--- config.mk ---
export PLATFORM = sky130hd
export DESIGN_NAME = end_signal_barrier
export DESIGN_NICKNAME = d
export VERILOG_FILES = /design/src/rtl/end_signal_pkg.sv /design/src/rtl/done_capture_reg.sv /design/src/rtl/end_signal_barrier.sv
export SDC_FILE = /design/constraint.sdc
export NUM_CORES = 1
export LEC_CHECK = 0
export CAP_MARGIN = 0
export CORE_AREA = 2 2 89 65
export CTS_CLUSTER_SIZE = 40
export DETAILED_ROUTE_END_ITERATION = 8
export DIE_AREA = 0 0 91 67
export PLACE_DENSITY = 0.72
export SYNTH_ARGS = -nofsm -noshare
export SYNTH_HDL_FRONTEND = slang
export SYNTH_HIERARCHICAL = 1
export SYNTH_SLANG_ARGS = --single-unit
--- constraint.sdc ---
create_clock -name clk -period 3 [get_ports clk]
set_input_delay 0.3 -clock clk [delete_from_list [all_inputs] [get_ports clk]]
set_output_delay 0.3 -clock clk [all_outputs]
set_load 0.02 [all_outputs]
--- src/rtl/end_signal_pkg.sv ---
// Shared types and constants for the end-of-step completion barrier.
package end_signal_pkg;

    // Barrier FSM states: waiting for reports, emitting the pulse, parked.
    typedef enum logic [1:0] {
        ARMED = 2'd0,
        PULSE = 2'd1,
        DONE  = 2'd2
    } state_t;

    localparam int DEF_N_CH      = 5;
    localparam int DEF_PULSE_LEN = 1;
    localparam int DEF_TIMEOUT_W = 16;

    // Width needed for a counter that must hold the value len itself.
    function automatic int pulse_cnt_width(input int len);
        return $clog2(len + 1);
    endfunction

endpackage

--- src/rtl/done_capture_reg.sv ---
// Sticky per-channel report register with participation mask.
// all_done looks at the current-cycle strobes too, so completion is seen
// in the same cycle the last report arrives.
module done_capture_reg #(
    parameter int N_CH = 5
) (
    input  logic            clk,
    input  logic            rst,
    input  logic            capture_en,
    input  logic            clear,
    input  logic [N_CH-1:0] ch_mask,
    input  logic [N_CH-1:0] sig,
    output logic [N_CH-1:0] flags,
    output logic            all_done
);

    logic [N_CH-1:0] flags_reg;
    logic [N_CH-1:0] met;

    // A channel is satisfied if it already reported, reports now, or is masked off.
    generate
        for (genvar gi = 0; gi < N_CH; gi++) begin : g_met
            assign met[gi] = flags_reg[gi] | sig[gi] | ~ch_mask[gi];
        end
    endgenerate

    // Latch enabled reports; clear has priority over capture.
    always_ff @(posedge clk or posedge rst) begin
        if (rst) begin
            flags_reg <= '0;
        end else if (clear) begin
            flags_reg <= '0;
        end else if (capture_en) begin
            flags_reg <= flags_reg | (sig & ch_mask);
        end
    end

    assign flags    = flags_reg;
    assign all_done = (&met) && (ch_mask != '0);

endmodule

--- src/rtl/end_signal_barrier.sv ---
// Completion barrier: issues one end-of-step pulse once every enabled
// channel has reported, with re-arm, one-shot/repeat and a watchdog.
module end_signal_barrier
    import end_signal_pkg::*;
#(
    parameter int N_CH      = DEF_N_CH,
    parameter int PULSE_LEN = DEF_PULSE_LEN,
    parameter int TIMEOUT_W = DEF_TIMEOUT_W,
    parameter int ONE_SHOT  = 1
) (
    input  logic                 clk,
    input  logic                 rst,
    input  logic                 start,
    input  logic [N_CH-1:0]      ch_mask,
    input  logic [N_CH-1:0]      sig,
    input  logic [TIMEOUT_W-1:0] timeout_cycles,
    output logic                 sig_out,
    output logic                 timeout,
    output logic                 busy,
    output logic [N_CH-1:0]      done_flags
);

    localparam int PC_W = pulse_cnt_width(PULSE_LEN);

    state_t               state_reg, state_next;
    logic [PC_W-1:0]      pulse_cnt_reg, pulse_cnt_next;
    logic [TIMEOUT_W-1:0] wd_cnt_reg, wd_cnt_next;
    logic                 sig_out_reg, sig_out_next;
    logic                 timeout_reg, timeout_next;
    logic                 flag_clear;
    logic                 capture_en;
    logic                 all_done;
    logic [TIMEOUT_W-1:0] wd_limit;

    // Reports are only taken while armed; a start cycle discards them.
    assign capture_en = (state_reg == ARMED) && !start;
    assign wd_limit   = timeout_cycles - TIMEOUT_W'(1);

    done_capture_reg #(
        .N_CH(N_CH)
    ) u_capture (
        .clk       (clk),
        .rst       (rst),
        .capture_en(capture_en),
        .clear     (flag_clear),
        .ch_mask   (ch_mask),
        .sig       (sig),
        .flags     (done_flags),
        .all_done  (all_done)
    );

    // State, counters and registered outputs.
    always_ff @(posedge clk or posedge rst) begin
        if (rst) begin
            state_reg     <= ARMED;
            pulse_cnt_reg <= '0;
            wd_cnt_reg    <= '0;
            sig_out_reg   <= 1'b0;
            timeout_reg   <= 1'b0;
        end else begin
            state_reg     <= state_next;
            pulse_cnt_reg <= pulse_cnt_next;
            wd_cnt_reg    <= wd_cnt_next;
            sig_out_reg   <= sig_out_next;
            timeout_reg   <= timeout_next;
        end
    end

    // Next-state logic: start beats everything, completion beats the watchdog.
    always_comb begin
        state_next     = state_reg;
        pulse_cnt_next = pulse_cnt_reg;
        wd_cnt_next    = wd_cnt_reg;
        sig_out_next   = sig_out_reg;
        timeout_next   = timeout_reg;
        flag_clear     = 1'b0;
        if (start) begin
            state_next     = ARMED;
            pulse_cnt_next = '0;
            wd_cnt_next    = '0;
            sig_out_next   = 1'b0;
            timeout_next   = 1'b0;
            flag_clear     = 1'b1;
        end else begin
            case (state_reg)
                ARMED: begin
                    if (all_done) begin
                        state_next     = PULSE;
                        sig_out_next   = 1'b1;
                        pulse_cnt_next = PC_W'(1);
                        wd_cnt_next    = '0;
                    end else if ((timeout_cycles != '0) && (wd_cnt_reg == wd_limit)) begin
                        state_next   = DONE;
                        timeout_next = 1'b1;
                        wd_cnt_next  = '0;
                        flag_clear   = 1'b1;
                    end else begin
                        wd_cnt_next = wd_cnt_reg + TIMEOUT_W'(1);
                    end
                end
                PULSE: begin
                    // The entry cycle counts as the first pulse cycle.
                    if (pulse_cnt_reg == PC_W'(PULSE_LEN)) begin
                        sig_out_next   = 1'b0;
                        pulse_cnt_next = '0;
                        wd_cnt_next    = '0;
                        flag_clear     = 1'b1;
                        state_next     = (ONE_SHOT != 0) ? DONE : ARMED;
                    end else begin
                        pulse_cnt_next = pulse_cnt_reg + PC_W'(1);
                    end
                end
                DONE: begin
                    state_next = DONE;
                end
                default: begin
                    state_next = ARMED;
                end
            endcase
        end
    end

    assign sig_out = sig_out_reg;
    assign timeout = timeout_reg;
    assign busy    = (state_reg == ARMED);

endmodule

Word level (Yosys, flattened, before mapping):

Index checks and enable logic that the tools add are counted.

* muxes and demuxes: 28
* add/sub/neg operators: 3
* eq/ne operators: 7
* reductions and logical operators: 17
* bitwise gates (word level): 17

Operator list (count)
* $mux 16: 4
* $pmux 16 s2: 1
* $add 16x1->16 const B: 1
* $eq 16x16->1: 1
* $reduce_bool 16->1: 1
* $sub 16x1->16 const B: 1
* $mux 1: 13
* $mux 5: 2
* $or 1x1->1: 10
* $mux 2: 4
* $pmux 1 s2: 3
* $pmux 2 s3: 1
* $reduce_and 2->1: 3
* $reduce_and 3->1: 2
* $reduce_bool 2->1: 3
* $and 5x5->5: 1
* $not 1->1: 5
* $or 5x5->5: 1
* $reduce_and 5->1: 1
* $reduce_bool 5->1: 1
* $ne 4x2->1 const B: 1
* $logic_and 1x1->1: 3
* $ne 3x2->1 const B: 1
* $ne 3x3->1 const B: 1
* 7 further kinds: 7

* word-level logic and storage cells: 78
* output and inout port bits: 8
* flip-flop bits (word level): 26

Longest topological paths before layout:

Gate-level depths: netlist (run 1).

* word-level depth: 8
* mapped depth: 11
* mapped depth without buffers: 11

Modules after synthesis:

Netlist (run 1), hierarchy kept.

Modules (own cells, without submodules)
* end_signal_barrier: times used 1, seq. area each 525.5 um^2, area each 1799.2 um^2, cells an instance 225
* done_capture_reg: times used 1, seq. area each 125.1 um^2, area each 239.0 um^2, cells an instance 25

Worst setup path after synthesis (run 1):

OpenSTA, ideal clock, no wires.

* path kind: input -> register
* start: in timeout_cycles[0]
* end: reg state_reg[1]
* arrival: 2.883 ns
* stages: 10
* path slack: -0.011 ns
* cells stage by stage: inv_1 ha_1 nor3b_2 or4b_4 or4_1 o211a_1 nor4_2 nand4b_1 a31oi_1 mux2_1

* word-level cells in the longest chain between the ends: 5
* elaborated cells on any way between the ends: 6

RTL lines
* start, declared: RTL line end_signal_barrier.sv:16 `input logic [TIMEOUT_W-1:0] timeout_cycles,`
* $sub 16x1->16: RTL line end_signal_barrier.sv:37 `assign wd_limit = timeout_cycles - TIMEOUT_W'(1);`
* $eq 16x16->1: RTL line end_signal_barrier.sv:92 `end else if ((timeout_cycles != '0) && (wd_cnt_reg == wd_limit)) begin`
* $logic_and 1x1->1 (*): RTL line end_signal_barrier.sv:92
* $ne 4x2->1 (no line) (*)
* $reduce_and 2->1 (no line) (*)
* end signal, assigned: RTL line end_signal_barrier.sv:61 `state_reg <= state_next;`
* end, declared: RTL line end_signal_barrier.sv:25 `state_t state_reg, state_next;`

Every way passes the cells marked *; elsewhere a longest branch is shown, timed or not.
A chain may end at the register's enable or synchronous reset.

Worst setup path after layout (run 1):

* start: in timeout_cycles[4]
* end: reg state_reg[1]

Same word-level chain as after synthesis.

==> results.sh, run 1 <==
export IMPL_ys_ff_latch=26
export IMPL_gp_congestion=0.8510
export IMPL_place_area_um2=2696
export IMPL_area_delta_synth_final_pct=40.27
export IMPL_core_um2=5175
export IMPL_min_period_ns=2.849
export IMPL_internal_power_uw=787.9
export IMPL_synth_compound_area_share_pct=17.80
export IMPL_synth_top_cell_area_share_pct=31.92
export IMPL_synthAdderAreaFrac_pct=3.069
export IMPL_peakVddDrop_uv=266.2
export IMPL_skew_ns=0.005656
export IMPL_place_hpwl_mm=3.980
export IMPL_slowest_stage="or4_4"
export IMPL_fp_dieW_um=91
export IMPL_hold_violations=0
export IMPL_grt_start_max_net_pins=22
export IMPL_io_buffers=36
export IMPL_fin_nets=354
export IMPL_powerDensity_nw_per_um2=412.9
export IMPL_cts_sinks=26
export IMPL_vias=2083
export IMPL_total_power_mw=1.181
export IMPL_sw_frac_of_total_pct=33.25
export IMPL_path_max_fanout=3
export IMPL_cp_num_cells=9
export IMPL_p_comb_share_pct=39.6
export IMPL_drive_gt1_share_pct=17.87
export IMPL_via_per_inst=5.327
export IMPL_clkTransAtPathRegs_ns=0.09
export IMPL_synth_largest_area_cell="dfrtp_1"
export IMPL_r2r_cells=10
export IMPL_num_io_pins=37
export IMPL_grt_usage_pct=17.37
export IMPL_crit_chain="clkbuf_2, or4_4, or4b_4, or4_4, o211a_1, nor4_2, nand4b_1, a31oi_1, mux2_1"
export IMPL_cp_common_cell="or4_4"
export IMPL_leakage_nw=1.353
export IMPL_worst_pin_slew_ns=0.8108
export IMPL_htreeDepth=1
export IMPL_endpoint_kind="register"
export IMPL_synth_avg_cell_area_um2=8.153
export IMPL_die_h_um=67
export IMPL_routed_wl_mm=5.254
export IMPL_synth_top_family_by_area="simple AND/OR/NAND/NOR gates"
export IMPL_setup_viol=0
export IMPL_synth_area_um2=2038
export IMPL_synth_xor_area_share_pct=7.305
export IMPL_relSlewSlack_pct=45.89
export IMPL_avgRoutedWirePerCell_um=13.44
export IMPL_cp_num_buf_inv=1
export IMPL_required_ns=3.16
export IMPL_yosys_area_share_simple_pct=33.21
export IMPL_crit_path_max_incr_delay_ns=0.53
export IMPL_synth_most_common_cell="nand2_1"
export IMPL_seq_area_frac_synth_pct=31.92
export IMPL_antenna_found_initial=0
export IMPL_crit_family="simple AND/OR/NAND/NOR gates"
export IMPL_switchingPower_uw=392.6
export IMPL_drt_iter0_markers=119
export IMPL_worstSkewPairLatency_ns=0.27
export IMPL_status="completed"
export IMPL_async_flop_share_pct=100.0
export IMPL_dieArea_um2=6097
export IMPL_cp_start_kind="primary input"
export IMPL_clockRootBuffer="clkbuf_8"
export IMPL_fillers=494
export IMPL_rsz0062_at_grt="no"
export IMPL_synthesis_nets=284
export IMPL_cts_buffers=3
export IMPL_synthTopCellsByArea="dfrtp_1 (32%), nand2_1 (5.2%), xor2_1 (4.3%), nor2b_1 (4.0%), nor2_1 (3.3%)"
export IMPL_largest_register_ffs=16
export IMPL_clockBufferDepth=2
export IMPL_power_clock_fraction_pct=24.5
export IMPL_slew_viol_final=0
export IMPL_ys_top_cells_by_count="nand2_1 (28), dfrtp_1 (26), nor2_1 (18)"
export IMPL_ys_types=52
export IMPL_fmaxAchievable_ghz=0.3511
export IMPL_n_antenna_cell=0
export IMPL_hp_class="primary input to asynchronous set/reset pin"
export IMPL_overflow=0
export IMPL_grt_pass1_vias=1887
export IMPL_p_seq_share_pct=35.8
export IMPL_multi_input_area_um2=1354
export IMPL_fin_crit_sh_pct=94.95
export IMPL_critical_path_class="primary input to register"
export IMPL_syn_inst=250
export IMPL_drcViolationCount=0
export IMPL_seq_area_um2=650.6
export IMPL_grt_first_pass_wirelength_mm=8.652
export IMPL_synthFlopType="dfrtp_1"
export IMPL_design_area_um2=2859
export IMPL_antenna_left=0
export IMPL_muxShareOfSynthArea_pct=2.578
export IMPL_rows=22
export IMPL_synth_edf_count=0
export IMPL_start_util_pct=39.39
export IMPL_cap_violations=0
export IMPL_dr_pass1_iters=5
export IMPL_cts_tree="done"
export IMPL_yosys_warnings=6
export IMPL_crit_arrival_ns=3.01
==> stage by stage <==
step / cells / utilization, % / hold WS [ns] / TNS (ns) / setup WS, ns
after floorplan: 250 / - / 0.07852 / 0 / 0.06450
after global placement: 382 / 52.10 / 0.5035 / -5.497 / -0.4126
after detailed placement: 382 / 52.10 / 0.5112 / -6.116 / -0.4385
after CTS: 387 / 53.58 / 0.2479 / 0 / 0.005664
after global routing: 391 / 55.25 / 0.2759 / 0 / 0.01006
final: 391 / 55.25 / 0.2523 / 0 / 0.1514
==> cell usage in the layout (no fill, tap or decap), types with 2 or more instances in the layout <==
master,instances
a211oi_1,2
mux2i_1,3
a22o_1,5
nand3b_1,2
a31oi_1,7
nand3_1,13
nor2_1,18
nand4_1,3
nor3b_1,5
nor2b_1,13
xor2_1,10
clkbuf_2,3
and3_1,8
xnor2_1,6
nor3_1,7
dfrtp_1,26
ha_1,4
nor4_1,7
inv_1,16
clkbuf_8,3
or4_4,3
clkdlybuf4s50_1,25
and3b_1,2
buf_4,33
a21o_1,4
or3_1,3
o21ai_0,8
dlymetal6s2s_1,7
and2_1,2
o31a_1,2
a21oi_1,9
nand2_1,27
==> kinds of logic after synthesis <==
family                   Yosys count
buffers and inverters             22
AO/OA/AOI/OAI                     52
adder cells (fa/ha/maj)            5
XOR/XNOR                          17
multiplexers                       5
flip-flops                        26
AND/OR/NAND/NOR                  123
==> layout make-up <==
cell class	instances	area share [%]
Multi-Input combinational cell	202	47.35
Clock buffer	3	1.444
Clock inverter	1	1.050
Timing Repair Buffer	71	22.14
Sequential cell	26	22.76
Inverter	16	2.101
Tap cell	72	3.151
==> power by group through the flow <==
stage	Clock (mW)	Sequential (mW)	Combinational [mW]
final	0.290	0.423	0.468
after global routing	0.311	0.429	0.517
after CTS	0.298	0.423	0.443
after detailed placement	0	0.428	0.442
after global placement	0	0.428	0.431
after floorplan	0	0.434	0.242
==> routing by layer <==
| layer | global-route usage, % | routed length (um) | vias up |
|---|---|---|---|
| met5 | 0 | 0 | - |
| met4 | 1.705 | 17 | 0 |
| met3 | 3.733 | 321 | 4 |
| met2 | 27.87 | 2265 | 58 |
| met1 | 24.91 | 2649 | 969 |
| li1 | - | - | 1052 |
==> final timing paths <==
check	slack [ns]	to	start
worst max-delay path	0.15	state_reg[1]$_DFFE_PP0P_	timeout_cycles[4]
worst min-delay path	0.25	u_capture/flags[3]$_DFFE_PP0P_	rst
worst max register to register	0.36	wd_cnt_reg[2]$_DFFE_PP0P_	wd_cnt_reg[11]$_DFFE_PP0P_
worst min register to register	0.53	state_reg[1]$_DFFE_PP0P_	state_reg[1]$_DFFE_PP0P_
max in group asynchronous	1.98	sig_out$_DFFE_PP0P_	rst
min in group clk	0.53	state_reg[1]$_DFFE_PP0P_	state_reg[1]$_DFFE_PP0P_
==> what timing repair did <==
action | CTS | global route
pin swaps | 6 | 10
buffers inserted | 1 | 4
setup endpoints to repair | 7 | 23
cloned | 0 | 1
hold buffers | 0 | 0
gates resized for setup | 5 | 23
No activity file was read; power rests on OpenSTA's default activity.
==> run 2, diff against run 1 <==
ABC_AREA = 1   (was not set)
CORE_AREA = 2 2 95 69   (was 2 2 89 65)
DIE_AREA = 0 0 97 71   (was 0 0 91 67)
PLACE_DENSITY = 0.71   (was 0.72)
==> run 2 against run 1 <==
Compared with the run above: worst hold slack worse by 0.013 ns; combinational power is 0.9% higher; sequential share of layout area is 0.36 points higher; routed wire length is 5.9% higher; clock power is 2% higher; critical path depth is 5 higher; clock skew is 0.0011 ns lower; power is 2.4% higher; area after synthesis is 14% higher; largest power group unchanged.
==> results.sh, run 2 <==
export IMPL_switchingPower_uw=450.7
export IMPL_dp_cells=462
export IMPL_avgRoutedWirePerCell_um=11.94
export IMPL_sw_frac_of_total_pct=37.30
export IMPL_synth_avg_cell_area_um2=6.619
export IMPL_dr_pass1_iters=4
export IMPL_leakage_nw=1.244
export IMPL_setup_viol=0
export IMPL_synth_compound_area_share_pct=9.882
export IMPL_drcViolationCount=0
export IMPL_slowest_stage="clkdlybuf4s50_1"
export IMPL_grt_usage_pct=16.45
export IMPL_clkTransAtPathRegs_ns=0.09
export IMPL_rows=24
export IMPL_core_um2=6036
export IMPL_path_max_fanout=6
export IMPL_antenna_left=0
export IMPL_crit_path_max_incr_delay_ns=0.42
export IMPL_skew_ns=0.004597
export IMPL_p_seq_share_pct=36.4
export IMPL_drt_iter0_markers=148
export IMPL_cts_tree="done"
export IMPL_finalNonFillerCells=466
export IMPL_n_antenna_cell=0
export IMPL_ys_top_cells_by_count="nand2_1 (102), inv_1 (56), nor2_1 (42)"
export IMPL_hp_class="primary input to asynchronous set/reset pin"
export IMPL_status="completed"
export IMPL_synthFlopType="dfrtp_1"
export IMPL_dieArea_um2=6887
export IMPL_async_flop_share_pct=100.0
export IMPL_ys_ff_latch=26
export IMPL_seq_area_frac_synth_pct=27.93
export IMPL_powerDensity_nw_per_um2=429.4
export IMPL_synth_largest_area_cell="dfrtp_1"
export IMPL_synthTopCellsByArea="dfrtp_1 (28%), nand2_1 (16%), inv_1 (9.0%), xor2_1 (7.1%), nor2_1 (6.8%)"
export IMPL_crit_chain="clkdlybuf4s50_1, inv_1, ha_1, nand2_4, o21ai_0, nand2_1, nand2_1, nand2_1, nor2_1, nand2_1, nor2_1, nand3_1, o21ai_0, a21oi_1"
export IMPL_endpoint_kind="register"
export IMPL_finalSetupTns_ns=0
export IMPL_cp_common_cell="nand2_1"
export IMPL_grt_first_pass_wirelength_mm=9.480
export IMPL_power_clock_fraction_pct=24.5
export IMPL_synthesis_nets=386
export IMPL_num_io_pins=37
export IMPL_cap_violations=0
export IMPL_antenna_found_initial=0
export IMPL_start_util_pct=38.60
export IMPL_synth_most_common_cell="nand2_1"
export IMPL_min_period_ns=2.474
export IMPL_via_per_inst=4.858
export IMPL_rsz0062_at_grt="no"
export IMPL_fp_dieW_um=97
export IMPL_final_cell_mix="nand2_1 (102), inv_1 (56), nor2_1 (42), clkdlybuf4s50_1 (36), nand3_1 (31)"
export IMPL_crit_arrival_ns=2.60
export IMPL_cts_sinks=26
export IMPL_p_comb_share_pct=39.1
export IMPL_overflow=0
export IMPL_drive_gt1_share_pct=7.990
export IMPL_vias=2264
export IMPL_muxShareOfSynthArea_pct=0
export IMPL_required_ns=3.13
export IMPL_synth_xor_area_share_pct=9.398
export IMPL_peakVddDrop_uv=247.2
export IMPL_fmaxAchievable_ghz=0.4041
export IMPL_cts_resized=0
export IMPL_routed_wl_mm=5.566
export IMPL_hold_violations=0
export IMPL_ys_types=28
export IMPL_final_common_cell="nand2_1"
export IMPL_synth_area_um2=2330
export IMPL_critical_path_class="primary input to register"
export IMPL_fillers=618
export IMPL_die_h_um=71
export IMPL_io_buffers=36
export IMPL_internal_power_uw=757.7
export IMPL_slew_viol_final=0
export IMPL_synthAdderAreaFrac_pct=2.685
export IMPL_largest_register_ffs=16
export IMPL_worst_pin_slew_ns=0.8403
export IMPL_postCtsSetupBuffers=0
export IMPL_yosys_warnings=6
export IMPL_relSlewSlack_pct=43.92
export IMPL_clockBufferDepth=2
export IMPL_place_hpwl_mm=4.565
export IMPL_worstSkewPairLatency_ns=0.28
export IMPL_grt_pass1_vias=2110
export IMPL_area_delta_synth_final_pct=20.78
export IMPL_cp_num_buf_inv=2
export IMPL_gp_congestion=0.9128
export IMPL_synth_edf_count=0
export IMPL_fin_nets=423
export IMPL_crit_family="simple AND/OR/NAND/NOR gates"
export IMPL_grt_start_max_net_pins=22
export IMPL_fin_crit_sh_pct=82.48
export IMPL_cp_start_kind="primary input"
export IMPL_hold_buffers=0
export IMPL_syn_inst=352
export IMPL_htreeDepth=1
export IMPL_clockRootBuffer="clkbuf_8"
export IMPL_synth_top_family_by_area="simple AND/OR/NAND/NOR gates"
export IMPL_synth_top_cell_area_share_pct=27.93
export IMPL_yosys_area_share_simple_pct=39.15
export IMPL_cts_buffers=3
[run 2: changes by cell type in the layout (fill, tap and decap cells not counted), sizes merged, moves of 8 or more]
cell,delta
xor2,+9
nor2,+34
nand3,+19
clkdlybuf4s50,+11
a31oi,-8
buf,-34
inv,+40
nand2,+80
nor2b,-13
o22ai,+12
[run 2: final timing paths]
kind	slack [ns]	depth (start not counted)	from	to
max in group asynchronous	1.97	2	rst	wd_cnt_reg[8]$_DFFE_PP0P_
min in group clk	0.50	1	sig_out$_DFFE_PP0P_	sig_out$_DFFE_PP0P_
hold reg to reg	0.50	1	sig_out$_DFFE_PP0P_	sig_out$_DFFE_PP0P_
setup / recovery	0.53	14	timeout_cycles[0]	u_capture/flags[4]$_DFFE_PP0P_
hold / removal	0.24	2	rst	u_capture/flags[3]$_DFFE_PP0P_
setup reg to reg	1.00	7	wd_cnt_reg[0]$_DFFE_PP0P_	wd_cnt_reg[14]$_DFFE_PP0P_
[run 2: power by group through the flow]
| stage | logic (mW) | registers, mW | clock network [mW] |
|---|---|---|---|
| 2_1_floorplan | 0.297 | 0.462 | 0 |
| 3_3_place_gp | 0.464 | 0.447 | 0 |
| 3_5_place_dp | 0.470 | 0.448 | 0 |
| 4_1_cts | 0.472 | 0.441 | 0.305 |
| 5_1_grt | 0.531 | 0.449 | 0.316 |
| 6_report | 0.472 | 0.440 | 0.296 |
[run 2: cells by family after synthesis]
| group | Yosys count |
|---|---|
| DFF | 26 |
| xor gates and xnor gates | 25 |
| AOI/OAI and AO/OA | 30 |
| adders and majority gates | 5 |
| and+or+nand+nor | 206 |
| buffers and inverters | 60 |
[run 2: layer usage]
metal	track usage (%)	share of wire, %	up-vias
met5	0	0	-
met2	24.15	41	53
met4	3.286	0.79	0
met3	3.261	5.4	8
met1	25.12	52	1031
li1	-	-	1172
[run 2: final cells by class]
cell class / count / area [um2] / area share [%]
Clock buffer: 3 / 41.29 / 1.467
Inverter: 56 / 210.2 / 7.470
Multi-Input combinational cell: 266 / 1424 / 50.60
Tap cell: 78 / 97.59 / 3.468
Timing Repair Buffer: 36 / 360.3 / 12.81
Clock inverter: 1 / 30.03 / 1.067
Sequential cell: 26 / 650.6 / 23.12
[run 2: metrics by stage]
| step | utilization, % | hold slack [ns] | total power [mW] | worst slack [ns] | area (um2) |
|---|---|---|---|---|---|
| 2_1_floorplan | - | 0.07852 | 0.7600 | 1.134 | 2330 |
| 4_1_cts | 46.62 | 0.2387 | 1.218 | 0.5702 | 2814 |
| 5_1_grt | 46.62 | 0.2586 | 1.296 | 0.3148 | 2814 |
| 6_report | 46.62 | 0.2391 | 1.208 | 0.5255 | 2814 |
| 3_5_place_dp | 45.44 | 0.4922 | 0.9178 | 0.2943 | 2743 |
| 3_3_place_gp | 45.44 | 0.4960 | 0.9108 | 0.3436 | 2743 |
